**src/rtl/muldiv_pkg.sv**
```systemverilog
// Shared definitions for the iterative multiply/divide unit: op encoding,
// FSM state type and the iteration-counter width helper.
package muldiv_pkg;

  localparam logic OP_MULT = 1'b0;
  localparam logic OP_DIV  = 1'b1;

  typedef enum logic [1:0] {
    IDLE = 2'd0,
    RUN  = 2'd1,
    DONE = 2'd2
  } state_t;

  function automatic int cnt_w(input int width);
    return (width > 1) ? $clog2(width) : 1;
  endfunction

endpackage

```
**src/rtl/muldiv_addsub.sv**
```systemverilog
// N-bit combinational add/subtract (sub=1 gives x - y), shared by the Booth
// step and the restoring-division trial subtraction.
module muldiv_addsub #(
  parameter int N = 33
) (
  input  logic [N-1:0] x,
  input  logic [N-1:0] y,
  input  logic         sub,
  output logic [N-1:0] sum
);

  logic [N-1:0] y_eff;

  genvar gi;
  generate
    for (gi = 0; gi < N; gi++) begin : g_inv
      assign y_eff[gi] = y[gi] ^ sub;
    end
  endgenerate

  assign sum = x + y_eff + {{(N-1){1'b0}}, sub};

endmodule

```
**src/rtl/seq_muldiv.sv**
```systemverilog
// Iterative signed multiply (radix-2 Booth) / divide (restoring) with HI/LO results.
// Optional build macro MULDIV_DIV0_FLAG_EN adds the div0 output flag.
module seq_muldiv
  import muldiv_pkg::*;
#(
  parameter int WIDTH = 32
) (
  input  logic             clock,
  input  logic             reset,
  input  logic             start,
  input  logic             op,
  input  logic [WIDTH-1:0] a,
  input  logic [WIDTH-1:0] b,
  output logic             busy,
  output logic             done,
  output logic [WIDTH-1:0] hi,
  output logic [WIDTH-1:0] lo
`ifdef MULDIV_DIV0_FLAG_EN
  ,
  output logic             div0
`endif
);

  localparam int CNT_W = cnt_w(WIDTH);
  localparam int AW    = WIDTH + 1;

  state_t           state_reg, state_next;
  logic [CNT_W-1:0] cnt_reg, cnt_next;
  logic             op_reg, op_next;
  logic [WIDTH-1:0] a_reg, a_next;
  logic [AW-1:0]    acc_reg, acc_next;     // Booth accumulator / division remainder
  logic [WIDTH-1:0] q_reg, q_next;         // Booth multiplier / division quotient
  logic             qm1_reg, qm1_next;
  logic [AW-1:0]    m_reg, m_next;         // sign-extended multiplicand / |divisor|
  logic             neg_quo_reg, neg_quo_next;
  logic             neg_rem_reg, neg_rem_next;
  logic             div0_reg, div0_next;
  logic [WIDTH-1:0] hi_reg, hi_next;
  logic [WIDTH-1:0] lo_reg, lo_next;
  logic             done_reg, done_next;
`ifdef MULDIV_DIV0_FLAG_EN
  logic             div0_flag_reg, div0_flag_next;
`endif

  logic [WIDTH-1:0] a_mag, b_mag;
  logic [1:0]       booth_pair;
  logic [AW-1:0]    booth_acc;
  logic [AW-1:0]    rem_sh;
  logic [AW-1:0]    add_x;
  logic             add_sub;
  logic [AW-1:0]    sum;
  logic [WIDTH-1:0] quo_fix, rem_fix;

  assign a_mag = a[WIDTH-1] ? WIDTH'(-a) : a;
  assign b_mag = b[WIDTH-1] ? WIDTH'(-b) : b;

  assign booth_pair = {q_reg[0], qm1_reg};
  assign rem_sh     = {acc_reg[WIDTH-1:0], q_reg[WIDTH-1]};
  assign add_x      = (op_reg == OP_DIV) ? rem_sh : acc_reg;
  assign add_sub    = (op_reg == OP_DIV) ? 1'b1 : (booth_pair == 2'b10);

  muldiv_addsub #(.N(AW)) u_addsub (
    .x   (add_x),
    .y   (m_reg),
    .sub (add_sub),
    .sum (sum)
  );

  assign booth_acc = (booth_pair == 2'b01 || booth_pair == 2'b10) ? sum : acc_reg;
  assign quo_fix   = neg_quo_reg ? WIDTH'(-q_reg) : q_reg;
  assign rem_fix   = neg_rem_reg ? WIDTH'(-acc_reg[WIDTH-1:0]) : acc_reg[WIDTH-1:0];

  always_comb begin
    state_next   = state_reg;
    cnt_next     = cnt_reg;
    op_next      = op_reg;
    a_next       = a_reg;
    acc_next     = acc_reg;
    q_next       = q_reg;
    qm1_next     = qm1_reg;
    m_next       = m_reg;
    neg_quo_next = neg_quo_reg;
    neg_rem_next = neg_rem_reg;
    div0_next    = div0_reg;
    hi_next      = hi_reg;
    lo_next      = lo_reg;
    done_next    = 1'b0;
`ifdef MULDIV_DIV0_FLAG_EN
    div0_flag_next = 1'b0;
`endif
    busy = (state_reg != IDLE);

    case (state_reg)
      IDLE: begin
        if (start) begin
          state_next   = RUN;
          cnt_next     = '0;
          op_next      = op;
          a_next       = a;
          acc_next     = '0;
          qm1_next     = 1'b0;
          neg_quo_next = a[WIDTH-1] ^ b[WIDTH-1];
          neg_rem_next = a[WIDTH-1];
          div0_next    = (op == OP_DIV) && (b == '0);
          if (op == OP_DIV) begin
            q_next = a_mag;
            m_next = {1'b0, b_mag};
          end else begin
            q_next = b;
            m_next = {a[WIDTH-1], a};
          end
        end
      end
      RUN: begin
        if (op_reg == OP_DIV) begin
          // Keep the trial difference only when it did not go negative.
          acc_next = sum[WIDTH] ? rem_sh : sum;
          q_next   = {q_reg[WIDTH-2:0], ~sum[WIDTH]};
        end else begin
          acc_next = {booth_acc[WIDTH], booth_acc[WIDTH:1]};
          q_next   = {booth_acc[0], q_reg[WIDTH-1:1]};
          qm1_next = q_reg[0];
        end
        if (cnt_reg == CNT_W'(WIDTH - 1)) begin
          state_next = DONE;
          cnt_next   = '0;
        end else begin
          cnt_next = cnt_reg + CNT_W'(1);
        end
      end
      DONE: begin
        state_next = IDLE;
        done_next  = 1'b1;
        if (op_reg == OP_MULT) begin
          hi_next = acc_reg[WIDTH-1:0];
          lo_next = q_reg;
        end else if (div0_reg) begin
          hi_next = a_reg;
          lo_next = '1;
        end else begin
          hi_next = rem_fix;
          lo_next = quo_fix;
        end
`ifdef MULDIV_DIV0_FLAG_EN
        div0_flag_next = div0_reg;
`endif
      end
      default: state_next = IDLE;
    endcase
  end

  always_ff @(posedge clock) begin
    if (reset) begin
      state_reg   <= IDLE;
      cnt_reg     <= '0;
      op_reg      <= OP_MULT;
      a_reg       <= '0;
      acc_reg     <= '0;
      q_reg       <= '0;
      qm1_reg     <= 1'b0;
      m_reg       <= '0;
      neg_quo_reg <= 1'b0;
      neg_rem_reg <= 1'b0;
      div0_reg    <= 1'b0;
      hi_reg      <= '0;
      lo_reg      <= '0;
      done_reg    <= 1'b0;
    end else begin
      state_reg   <= state_next;
      cnt_reg     <= cnt_next;
      op_reg      <= op_next;
      a_reg       <= a_next;
      acc_reg     <= acc_next;
      q_reg       <= q_next;
      qm1_reg     <= qm1_next;
      m_reg       <= m_next;
      neg_quo_reg <= neg_quo_next;
      neg_rem_reg <= neg_rem_next;
      div0_reg    <= div0_next;
      hi_reg      <= hi_next;
      lo_reg      <= lo_next;
      done_reg    <= done_next;
    end
  end

`ifdef MULDIV_DIV0_FLAG_EN
  always_ff @(posedge clock) begin
    if (reset) div0_flag_reg <= 1'b0;
    else       div0_flag_reg <= div0_flag_next;
  end
  assign div0 = div0_flag_reg;
`endif

  assign done = done_reg;
  assign hi   = hi_reg;
  assign lo   = lo_reg;

endmodule
```
**config.mk**
```make
export PLATFORM = sky130hd
export DESIGN_NAME = seq_muldiv
export DESIGN_NICKNAME = d
export VERILOG_FILES = /design/src/rtl/muldiv_pkg.sv /design/src/rtl/muldiv_addsub.sv /design/src/rtl/seq_muldiv.sv
export SDC_FILE = /design/constraint.sdc
export NUM_CORES = 1
export LEC_CHECK = 0
export ABC_AREA = 1
export CAP_MARGIN = 5
export CORE_UTILIZATION = 40
export DETAILED_ROUTE_END_ITERATION = 10
export MAX_ROUTING_LAYER = met4
export SLEW_MARGIN = 20
export SYNTH_ARGS = -nofsm -noshare
export SYNTH_HDL_FRONTEND = slang
export SYNTH_SLANG_ARGS = --single-unit
```
**constraint.sdc**
```tcl
create_clock -name clock -period 3.6 [get_ports clock]
set_input_delay 0.36 -clock clock [delete_from_list [all_inputs] [get_ports clock]]
set_output_delay 0.36 -clock clock [all_outputs]
set_load 0.05 [all_outputs]
```
# Word level (Yosys, flattened, before mapping)
# Cells that the tools add are included.
# classes
reduce_logical	10
eq_ne	8
addsub	7
order_cmp	0
shifts	0
bitwise	35
n_mul	0
n_div	0
n_mux	30
# ops
operator	count
$mux W32	11
$mux W33	6
$neg A32 Y32	4
$pmux W33 S2	1
$pmux W32 S2	1
$xor A1 B1 Y1	34
$add A33 B1 Y33	1
$add A33 B33 Y33	1
$logic_not A32 Y1	1
$mux W5	2
$pmux W5 S2	1
$ne A2 B2 Y1 const B	3
$reduce_and A2 Y1	3
$add A5 B1 Y5 const B	1
$eq A5 B5 Y1 const B	1
$eq A2 B1 Y1 const B	2
$eq A2 B2 Y1 const B	2
$mux W1	4
$mux W2	2
$pmux W2 S2	1
$reduce_bool A2 Y1	2
$reduce_and A3 Y1	1
$logic_not A2 Y1	1
$pmux W1 S2	1
3 further kinds	3
# totals
rom_bits	0
ff_bits	207
inputBits	68
latch_bits	0
n_memories	0
ram_bits	0
word_cells	104

# Depth between registers and ports, before layout
# Gate-level depths: netlist (run 1).
# depth
ltp_word	8
depth_mapped	24

# Hierarchy
# A second synthesis (run 1) with hierarchy kept.
# hier_totals
cells_unflattened	2714
hier_area_um2	16564.6
# modules_own_cells
mod	cells_each	area_per_inst_um2	seq_area_each_um2	n_inst
seq_muldiv	2213	13972.2	4124.0	1
muldiv_addsub	501	2592.5	0.0	1

# Worst setup path after synthesis (run 1)
# OpenSTA, ideal clock, no wires.
# synth_timing
kind	register -> register
from	register q_reg[0]
to	register acc_reg[2]
path_stages_with_launch	19
arrival_time_ns	2.907
setup_slack_ns	0.561
t_required_ns	3.468
setup_time_ns	0.132
cell_sequence	dfxtp_1 -> ha_1 -> nor2_8 -> buf_1 -> xnor2_1 -> ha_1 -> or2_1 -> nand3_1 -> nand2_2 -> nand2_2 -> nand2_2 -> nand2_2 -> nand2_1 -> nand2_1 -> nand2_2 -> buf_6 -> buf_6 -> o211ai_1 -> a21oi_1
# synth_between
elab_chain_len	8
# synth_rtl
element	line	rtl
start, declared	seq_muldiv.sv:32	logic [WIDTH-1:0] q_reg, q_next;
start signal, assigned	seq_muldiv.sv:174	q_reg <= q_next;
$eq A2 B2 Y1	seq_muldiv.sv:60, seq_muldiv.sv:69	
$mux W1	seq_muldiv.sv:60	assign add_sub = (op_reg == OP_DIV) ? 1'b1 : (booth_pair == 2'b10);
$xor A1 B1 Y1	muldiv_addsub.sv:17	assign y_eff[gi] = y[gi] ^ sub;
$add A33 B33 Y33	muldiv_addsub.sv:21	assign sum = x + y_eff + {{(N-1){1'b0}}, sub};
$add A33 B1 Y33	muldiv_addsub.sv:21	
$mux W33, on equally long branches	seq_muldiv.sv:69, seq_muldiv.sv:117	
$mux W33 (*)	seq_muldiv.sv:115	if (op_reg == OP_DIV) begin
$pmux W33 S2 (*)	seq_muldiv.sv:93	case (state_reg)
end signal, assigned	seq_muldiv.sv:173	acc_reg <= acc_next;
end, declared	seq_muldiv.sv:31	logic [AW-1:0] acc_reg, acc_next;
# Every way passes the cells marked *; elsewhere a longest branch is shown, timed or not.
# A chain may end at the register's enable or synchronous reset.

# Worst setup path in the final report (run 1)
# layout_timing
from	register q_reg[0]
to	register acc_reg[5]
# Same word-level chain as after synthesis.

==> run summary, run 1 <==
Top cell type's share of synthesized area: 26.6%
Synthesized area: 15500 sq um
Flop2flop setup slack: 0.23 ns
Initial antenna violation count: 1
Ys async rst share: 0%
Final Hold Fails: 0
Seq pwr share: 34.1%
Syn Inst Count: 2517
Seq/Total Area, Yosys: 26.6%
Slew margin rel.: 41.3%
Pwr Density: 409 nW/um^2
WHS Endpoint: acc_reg[9]
Transition time of the tightest slew-check pin: 0.881 ns
FF+latch area: 4130 sq um
Switching Share: 36.7%
Multi-input logic area: 9830 sq um
CP endpoint kind: flip-flop
Initial DRC Count: 1671
Initial core utilization: 40.9%
RePlAce Congestion: 0.968
Hold Crit Start: reset
Cell-by-cell trace of the critical path: ha_1, nor2_8, buf_4, xnor2_1, ha_1, nand2_1, nand2_1, a21oi_1, nand2_1, a21oi_1, nand2_1, nand2_1, nand2_4, buf_4, o21ai_0, nand2_1, nand3_1, a21oi_1
I/O pins: 134
Total number of vias: 17800
Net Count, Synth: 2624
Status: completed
CORE AREA: 37800 sq um
Leading cell type by number of instances after synthesis: nand2_1
Clk sink count: 206
CP startpoint kind: flip-flop
Leakage: 7.75 nW
CP max FO: 10
FF-to-FF path depth: 18
CTS Buf Count: 25
Hold Path Cell Cnt: 2
TritonCTS clock tree: done
DR vias/cell: 5.66
Final Cycle Share: 93.7%
EDFF count, synth: 0
Post-synth cell types: 49
DRT antenna net count: 0
Reg-to-reg startpoint: q_reg[0]
Combinational power share: 29.6%
DRC Markers: 0
Syn Area/Cell: 6.15 sq um
Pin count of the biggest net entering global routing: 102
Post-layout min period: 3.37 ns
Critical R2R Capture: acc_reg[5]
Grt total ovfl: 0
Most used DFF post-synth: dfxtp_1
Die height: 199 microns
Area Growth Syn to Fin: 19.2%
Gr usage total: 32.8%
Crit-path max cell delay: 0.36 ns
Synth cell count leaders: nand2_1 (566), a21oi_1 (322), inv_1 (248), nor2_1 (248), o21ai_0 (227)
PortBufs: 133
Critical path class: reg -> reg
Drt pass-1 iters: 6
Hold-fix buffers at CTS: 0
FILL cells: 4045
CP required: 4.03 ns
Clock Skews: 0.0291 ns
Root buffer cell: clkbuf_16
Clk pwr share: 36.3%
Cell mode on critical path: nand2_1
CP Buf/Inv Count: 2
Max Cap Violations: 0
First-pass GRT wire length: 96.6 mm
Clk slew on worst S/H paths: 0.07 ns
Total wire length: 63.2 mm
Dpl hpwl: 48.4 mm
H-tree Lvls: 1
Ys Warns: 0
#FFs+latches synth: 206
Clock Latency Late Sink: 0.57 ns
# setup viols final: 0
Vias in the first global route: 16500
Die ar.: 39500 sq um
Largest delay share family, worst path: simple AND/OR/NAND/NOR gates
Maximum clock rate: 297 MHz
Proportion of layout cells with a drive suffix above 1: 6.09%
CP max-delay cell: dfxtp_1
NumNets Final: 2716
Row count: 71
Synth area leader: dfxtp_1
Dominant cells by area after synthesis: dfxtp_1 (27%), nand2_1 (14%), a21oi_1 (10%)
VDD IR max: 312 uV
Min Hold Slack: 0.319 ns
Avg WL per Cell: 20.1 microns
Die Wd: 199 microns
Clock buffer depth: 3
Setup TNS: 0 ns
Power consumption: 7.54 mW
Final Max Tran Viols: 0
Worst hold-check path type: in -> reg
RSZ-0062 raised after global routing: no
Switch Pwr: 2.77 mW
Worst EP arrival: 3.80 ns
Int Pwr: 4.77 mW
[how the worst max path moves through the flow]
stage	from	endpoint	slack, ns	cells after the start
6_report	q_reg[0]	acc_reg[5]	0.23	18
3_3_place_gp	q_reg[0]	acc_reg[19]	0.27	19
4_1_cts	q_reg[0]	acc_reg[17]	0.23	20
3_5_place_dp	q_reg[0]	acc_reg[17]	0.25	20
2_1_floorplan	q_reg[0]	acc_reg[2]	0.56	18
5_1_grt	q_reg[0]	acc_reg[27]	0.02	19
[power by group through the flow]
stage | Sequential (mW) | Combinational, mW | Clock (mW)
2_1_floorplan | 2.53 | 1.44 | 0
3_3_place_gp | 2.61 | 2.16 | 0
3_5_place_dp | 2.61 | 2.16 | 0
4_1_cts | 2.56 | 2.17 | 2.75
5_1_grt | 2.58 | 2.45 | 2.85
6_report | 2.57 | 2.23 | 2.73
[per-layer routing]
metal / share of wire [%] / vias to the layer above / track usage, % / wire length, microns
met3: 7.0 / 122 / 3.81 / 4430
met2: 45 / 740 / 52.0 / 28800
met5: 0 / - / - / 0
met4: 3.2 / 0 / 10.2 / 2040
li1: - / 8647 / - / -
met1: 44 / 8268 / 43.4 / 28000
[final cells by class]
class	instances	share of cell area, %
Clock inverter	17	1.08
Clock buffer	29	3.69
Multi-Input combinational cell	1912	53.3
Tap cell	511	3.46
Inverter	254	5.18
Sequential cell	206	22.4
Antenna cell	1	0.0136
Timing Repair Buffer	210	10.9
[through the flow]
stage	cell area, sq um	utilization (%)	setup slack (ns)	cells
2_1_floorplan	15500	-	0.561	2517
3_3_place_gp	17500	46.2	0.266	3084
3_5_place_dp	17500	46.2	0.249	3084
4_1_cts	18400	48.5	0.235	3130
5_1_grt	18500	48.8	0.0227	3140
6_report	18500	48.8	0.227	3140
[layout by cell type, fill, tap and decap left out, drive strengths merged, types with 2 or more instances in the layout]
cell type      instances
a2bb2oi                2
o21a                   2
xnor2                 45
xor2                  54
o31ai                  6
nor3                  33
a21oi                323
dfxtp                206
a21o                   3
a31oi                 18
nand4                 27
ha                    38
or2                    5
nor2                 254
buf                   79
nand2                573
inv                  256
o221ai                13
clkbuf                29
o21ai                234
nor4                  10
o211ai                44
a22oi                  3
a221oi                34
o22ai                 12
bufinv                 3
nand3                137
o21bai                24
clkdlybuf4s50        131
nand3b                 8
clkinvlp               4
clkinv                 8
a211oi                 4
[kinds of logic after synthesis]
family                     count (synthesis)  share of synthesized area, %
buffers and inverters                    399                          10.0
adders and majority gates                 39                          3.20
DFF                                      206                          26.6
AOI/OAI and AO/OA                        725                          26.4
and+or+nand+nor                         1049                          28.1
xor gates and xnor gates                  99                          5.60
[repair_timing]
item	4_1_cts	5_1_grt
resized for setup	0	2
setup buffers	0	9
endpoints found under the setup margin	0	14
Power figures use the tool's default switching activity.
==> run 2, diff against run 1 <==
--- a/config.mk
+++ b/config.mk
@@ -10,6 +10,7 @@
 export CORE_UTILIZATION = 40
 export DETAILED_ROUTE_END_ITERATION = 10
 export MAX_ROUTING_LAYER = met4
+export PLACE_DENSITY_LB_ADDON = 0.25
 export SLEW_MARGIN = 20
 export SYNTH_ARGS = -nofsm -noshare
 export SYNTH_HDL_FRONTEND = slang
==> run 2 against run 1 <==
  * Register-to-register slack improved by 0.05 ns
  * Final area about the same
  * Hold slack improved by 0.00093 ns
  * Clock skew grew 0.016 ns
  * Utilization barely moved
  * Sequential power hardly changed
  * First-iteration DRC count grew 0.36%
  * Clock power is 3% higher
  * Sequential share of layout area barely moved
  * Critical path depth up 3
==> run summary, run 2 (synthesis gave the netlist of run 1 again) <==
Hold Crit Start: reset
Initial antenna violation count: 0
PortBufs: 133
Die ar.: 39500 sq um
CTS Buf Count: 26
Setup TNS: 0 ns
Final Cycle Share: 92.3%
Max Cap Violations: 0
Ant diodes: 0
Final Max Tran Viols: 0
Post-layout min period: 3.32 ns
Vias in the first global route: 16800
CP required: 4.00 ns
Initial DRC Count: 1677
Root buffer cell: clkbuf_16
I/O pins: 134
Maximum clock rate: 301 MHz
Avg WL per Cell: 19.7 microns
CP endpoint kind: flip-flop
Reg-to-reg startpoint: op_reg
CP max FO: 21
TritonCTS clock tree: done
Row count: 71
H-tree Lvls: 1
Clock Skews: 0.0446 ns
NumNets Final: 2714
Pwr Density: 411 nW/um^2
Grt total ovfl: 0
CORE AREA: 37800 sq um
Pin count of the biggest net entering global routing: 75
Hold Path Cell Cnt: 2
Final Hold Fails: 0
Worst EP arrival: 3.72 ns
Leakage: 7.75 nW
# setup viols final: 0
Drt pass-1 iters: 5
Flop2flop setup slack: 0.28 ns
DRT antenna net count: 0
Clk slew on worst S/H paths: 0.06 ns
First-pass GRT wire length: 95.4 mm
Die Wd: 199 microns
Power consumption: 7.59 mW
Worst hold-check path type: in -> reg
RSZ-0062 raised after global routing: no
Critical path class: reg -> reg
Status: completed
Total wire length: 61.8 mm
Dpl hpwl: 47.3 mm
Initial core utilization: 40.9%
DRC Markers: 0
Proportion of layout cells with a drive suffix above 1: 5.94%
CP startpoint kind: flip-flop
Gr usage total: 32.2%
Clock buffer depth: 3
Total number of vias: 17800
FF-to-FF path depth: 21
Critical R2R Capture: acc_reg[0]
RePlAce Congestion: 0.990
Clk sink count: 206
Commonest non-fill, non-tap cell in the layout: nand2_1
Commonest cells after routing, fill and taps aside: nand2_1 (565), a21oi_1 (321), inv_1 (246)
DR vias/cell: 5.68
Area Growth Syn to Fin: 19.2%
Hold-fix buffers at CTS: 0
WHS Endpoint: state_reg[1]
Clock Latency Late Sink: 0.57 ns
VDD IR max: 347 uV
Die height: 199 microns
Slew margin rel.: 33.0%
Transition time of the tightest slew-check pin: 1.00 ns
-- run 2: changes by cell type in the layout (fill, tap and decap cells not counted), sizes merged --
cell / previous run / this run
clkinvlp: 4 / 2
buf: 79 / 76
inv: 256 / 253
bufinv: 3 / 4
diode: 1 / 0
clkbuf: 29 / 33
clkinv: 8 / 10
-- run 2: area by class of cell --
class                           count  area, sq um
Tap cell                          511          639
Inverter                          254          956
Multi-Input combinational cell   1912         9840
Timing Repair Buffer              207         1980
Clock buffer                       33          707
Clock inverter                     15          206
Sequential cell                   206         4130
Fill cell                        3997        19400
-- run 2: critical path: stages (launching register included) --
cell,delay [ns]
dfxtp_4,0.41
inv_4,0.19
buf_12,0.19
nand2_1,0.06
nand2_1,0.12
nand2_1,0.16
nand2_1,0.12
inv_1,0.08
fa_1,0.39
nand2_1,0.07
nand2_1,0.08
nand3_1,0.12
nand2_2,0.10
nand2_2,0.08
nand2_2,0.09
nand2_2,0.09
nand3_1,0.08
nand2_2,0.18
buf_12,0.17
o21ai_0,0.08
o21ai_0,0.20
a21oi_1,0.09
-- run 2: metrics by stage --
step,utilization (%),worst slack (ns),instance area (sq um),cells,hold WS (ns)
finish,48.8,0.277,18500,3138,0.320
global route,48.8,0.0141,18500,3138,0.310
CTS,48.5,0.224,18400,3128,0.282
detailed placement,46.1,0.254,17400,3080,0.447
global placement,46.1,0.253,17400,3080,0.442
floorplan,-,0.561,15500,2517,0.430
-- run 2: where the power goes --
| part | total [mW] | switching (mW) | internal, mW |
|---|---|---|---|
| Clock | 2.81 | 1.12 | 1.69 |
| Sequential | 2.57 | 0.172 | 2.40 |
| Combinational | 2.21 | 1.44 | 0.770 |
-- run 2: routing by layer --
layer  GRT usage (%)  wire length, microns
met1            41.9                 26700
met2            49.4                 27300
met3            5.60                  5280
met4            12.5                  2510
met5               -                     0
-- run 2: worst max path at each step --
stage | slack (ns) | from | end
6_report | 0.28 | op_reg | acc_reg[0]
2_1_floorplan | 0.56 | q_reg[0] | acc_reg[2]
3_3_place_gp | 0.25 | q_reg[0] | acc_reg[29]
3_5_place_dp | 0.25 | q_reg[0] | acc_reg[29]
5_1_grt | 0.01 | q_reg[0] | acc_reg[0]
4_1_cts | 0.22 | q_reg[0] | acc_reg[5]
-- run 2: what timing repair did --
action	4_1_cts	5_1_grt
gates resized for setup	0	4
endpoints found under the setup margin	0	29
setup buffers	0	10
hold endpoints to repair	0	0
==> run 3, diff against run 2 <==
--- a/config.mk
+++ b/config.mk
@@ -7,8 +7,10 @@
 export LEC_CHECK = 0
 export ABC_AREA = 1
 export CAP_MARGIN = 5
+export CORE_MARGIN = 4
 export CORE_UTILIZATION = 40
 export DETAILED_ROUTE_END_ITERATION = 10
+export GPL_TIMING_DRIVEN = 0
 export MAX_ROUTING_LAYER = met4
 export PLACE_DENSITY_LB_ADDON = 0.25
 export SLEW_MARGIN = 20
==> run 3 against run 2 <==
  * Clock power down 15%
  * Non-clock buffer count up 76
  * Register-to-register slack worse by 0.13 ns
  * Combinational power up 13%
  * Utilization up 0.18 points
  * Maximum frequency down 3.8%
  * First-iteration DRC count up 22%
  * Largest power group is now registers
  * Via count up 5.6%
  * Critical path depth unchanged
==> run summary, run 3 (synthesis gave the netlist of run 1 again) <==
Die ar.: 41900 sq um
DRT antenna net count: 0
Pwr Density: 401 nW/um^2
Dpl hpwl: 62.5 mm
VDD IR max: 359 uV
Proportion of layout cells with a drive suffix above 1: 5.16%
Initial core utilization: 40.8%
Power consumption: 7.44 mW
Worst EP arrival: 3.91 ns
CP Buf/Inv Count: 4
Die Wd: 205 microns
TritonCTS clock tree: done
CP endpoint kind: flip-flop
Clock Latency Late Sink: 0.56 ns
Avg WL per Cell: 24.0 microns
Gr usage total: 36.4%
H-tree Lvls: 1
DRC Markers: 0
Largest delay share family, worst path: simple AND/OR/NAND/NOR gates
Cell mode on critical path: nand2_1
Pin count of the biggest net entering global routing: 13
Grt total ovfl: 0
Maximum clock rate: 289 MHz
PortBufs: 132
Commonest cells after routing, fill and taps aside: nand2_1 (565), a21oi_1 (319), inv_1 (247)
CP startpoint kind: flip-flop
I/O pins: 134
Post-layout min period: 3.46 ns
Initial DRC Count: 2049
Total wire length: 76.8 mm
Final Cycle Share: 96.0%
Leakage: 7.69 nW
Clock Skews: 0.0419 ns
Commonest non-fill, non-tap cell in the layout: nand2_1
Hold-fix buffers at CTS: 0
CP max-delay cell: ha_1
Clock buffer depth: 3
Drt pass-1 iters: 6
DR vias/cell: 5.87
Clk sink count: 206
CORE AREA: 37900 sq um
# setup viols final: 0
Worst hold-check path type: reg -> reg
Min Hold Slack: 0.463 ns
Ant diodes: 0
RePlAce Congestion: 1.04
Initial antenna violation count: 0
NumNets Final: 2788
CP max FO: 10
CTS Buf Count: 24
Root buffer cell: clkbuf_16
Row count: 71
Layout Cells excl Fill: 3206
Clk slew on worst S/H paths: 0.06 ns
Final Max Tran Viols: 0
Die height: 205 microns
Transition time of the tightest slew-check pin: 0.955 ns
Status: completed
Final Hold Fails: 0
Total number of vias: 18800
Max Cap Violations: 0
CP required: 4.05 ns
Critical path class: reg -> reg
Area Growth Syn to Fin: 19.9%
First-pass GRT wire length: 112 mm
Vias in the first global route: 17800
Dpl cells: 3160
Cell-by-cell trace of the critical path: ha_2, nor2_8, buf_12, xnor2_1, ha_1, nand2_1, inv_1, nand2_1, nor2_2, nand2_2, nand2_2, nand2_2, nand2_1, nand2_1, nand2_2, buf_6, buf_6, nand2_1, nand3_1, nand3_1, a21oi_1
Crit-path max cell delay: 0.42 ns
Slew margin rel.: 36.3%
[run 3: cell types whose count changed in the layout (fill, tap and decap cells not counted), moves of 8 or more]
cell | previous run | this run
clkbuf_1 | 4 | 102
buf_4 | 67 | 12
buf_1 | 0 | 16
buf_6 | 0 | 12
xnor2_1 | 44 | 35
xnor2_2 | 1 | 10
ha_1 | 37 | 29
[run 3: final timing paths]
path                   from         end  slack (ns)  cells after the start
setup / recovery   q_reg[0]  acc_reg[1]        0.14                     21
hold / removal    a_reg[25]   a_reg[25]        0.46                      2
setup reg to reg   q_reg[0]  acc_reg[1]        0.14                     21
hold reg to reg   a_reg[25]   a_reg[25]        0.46                      2
[run 3: worst reg2reg max path: cells and delay by family, from the launching register on]
family / cells / cell delay [ns]
AOI/OAI and AO/OA: 1 / 0.14
buffers and inverters: 4 / 0.71
xor gates and xnor gates: 1 / 0.16
and+or+nand+nor: 13 / 1.34
adders and majority gates: 2 / 0.66
DFF: 1 / 0.36
[run 3: layout make-up]
class                      instances  area (sq um)
clock inverter                     9          93.8
multi-input combinational       1912         10000
buffer                           142           687
tap                              511           639
inverter                         254           958
clock buffer                      31           667
sequential                       206          4130
fill                            4093         19400
timing repair buffer             141          1390
[run 3: layer usage]
metal	global-route usage (%)	routed length, microns
met2	58.4	35100
met1	45.4	31000
met5	-	0
met4	17.7	4600
met3	5.00	6050
[run 3: what timing repair did]
| item | CTS | global route |
|---|---|---|
| cloned | 0 | 0 |
| pin swaps | 1 | 13 |
| setup endpoints to repair | 34 | 34 |
| setup buffers | 2 | 7 |
| gates resized for setup | 47 | 52 |
[run 3: report_power, final]
part,internal [mW],leakage (nW),total [mW],switching [mW]
logic,0.790,5.63,2.50,1.71
clock network,1.38,0.369,2.40,1.03
registers,2.40,1.68,2.54,0.143
[run 3: per-stage QoR]
stage / cell area, sq um / setup slack (ns) / setup TNS, ns / utilization, %
2_1_floorplan: 15500 / 0.561 / 0 / -
3_3_place_gp: 17400 / -1.01 / -25.20 / 46.0
3_5_place_dp: 17400 / -0.970 / -24.43 / 46.0
4_1_cts: 18400 / 0.00333 / 0 / 48.4
5_1_grt: 18600 / -0.0204 / -0.0446 / 48.9
6_report: 18600 / 0.145 / 0 / 48.9
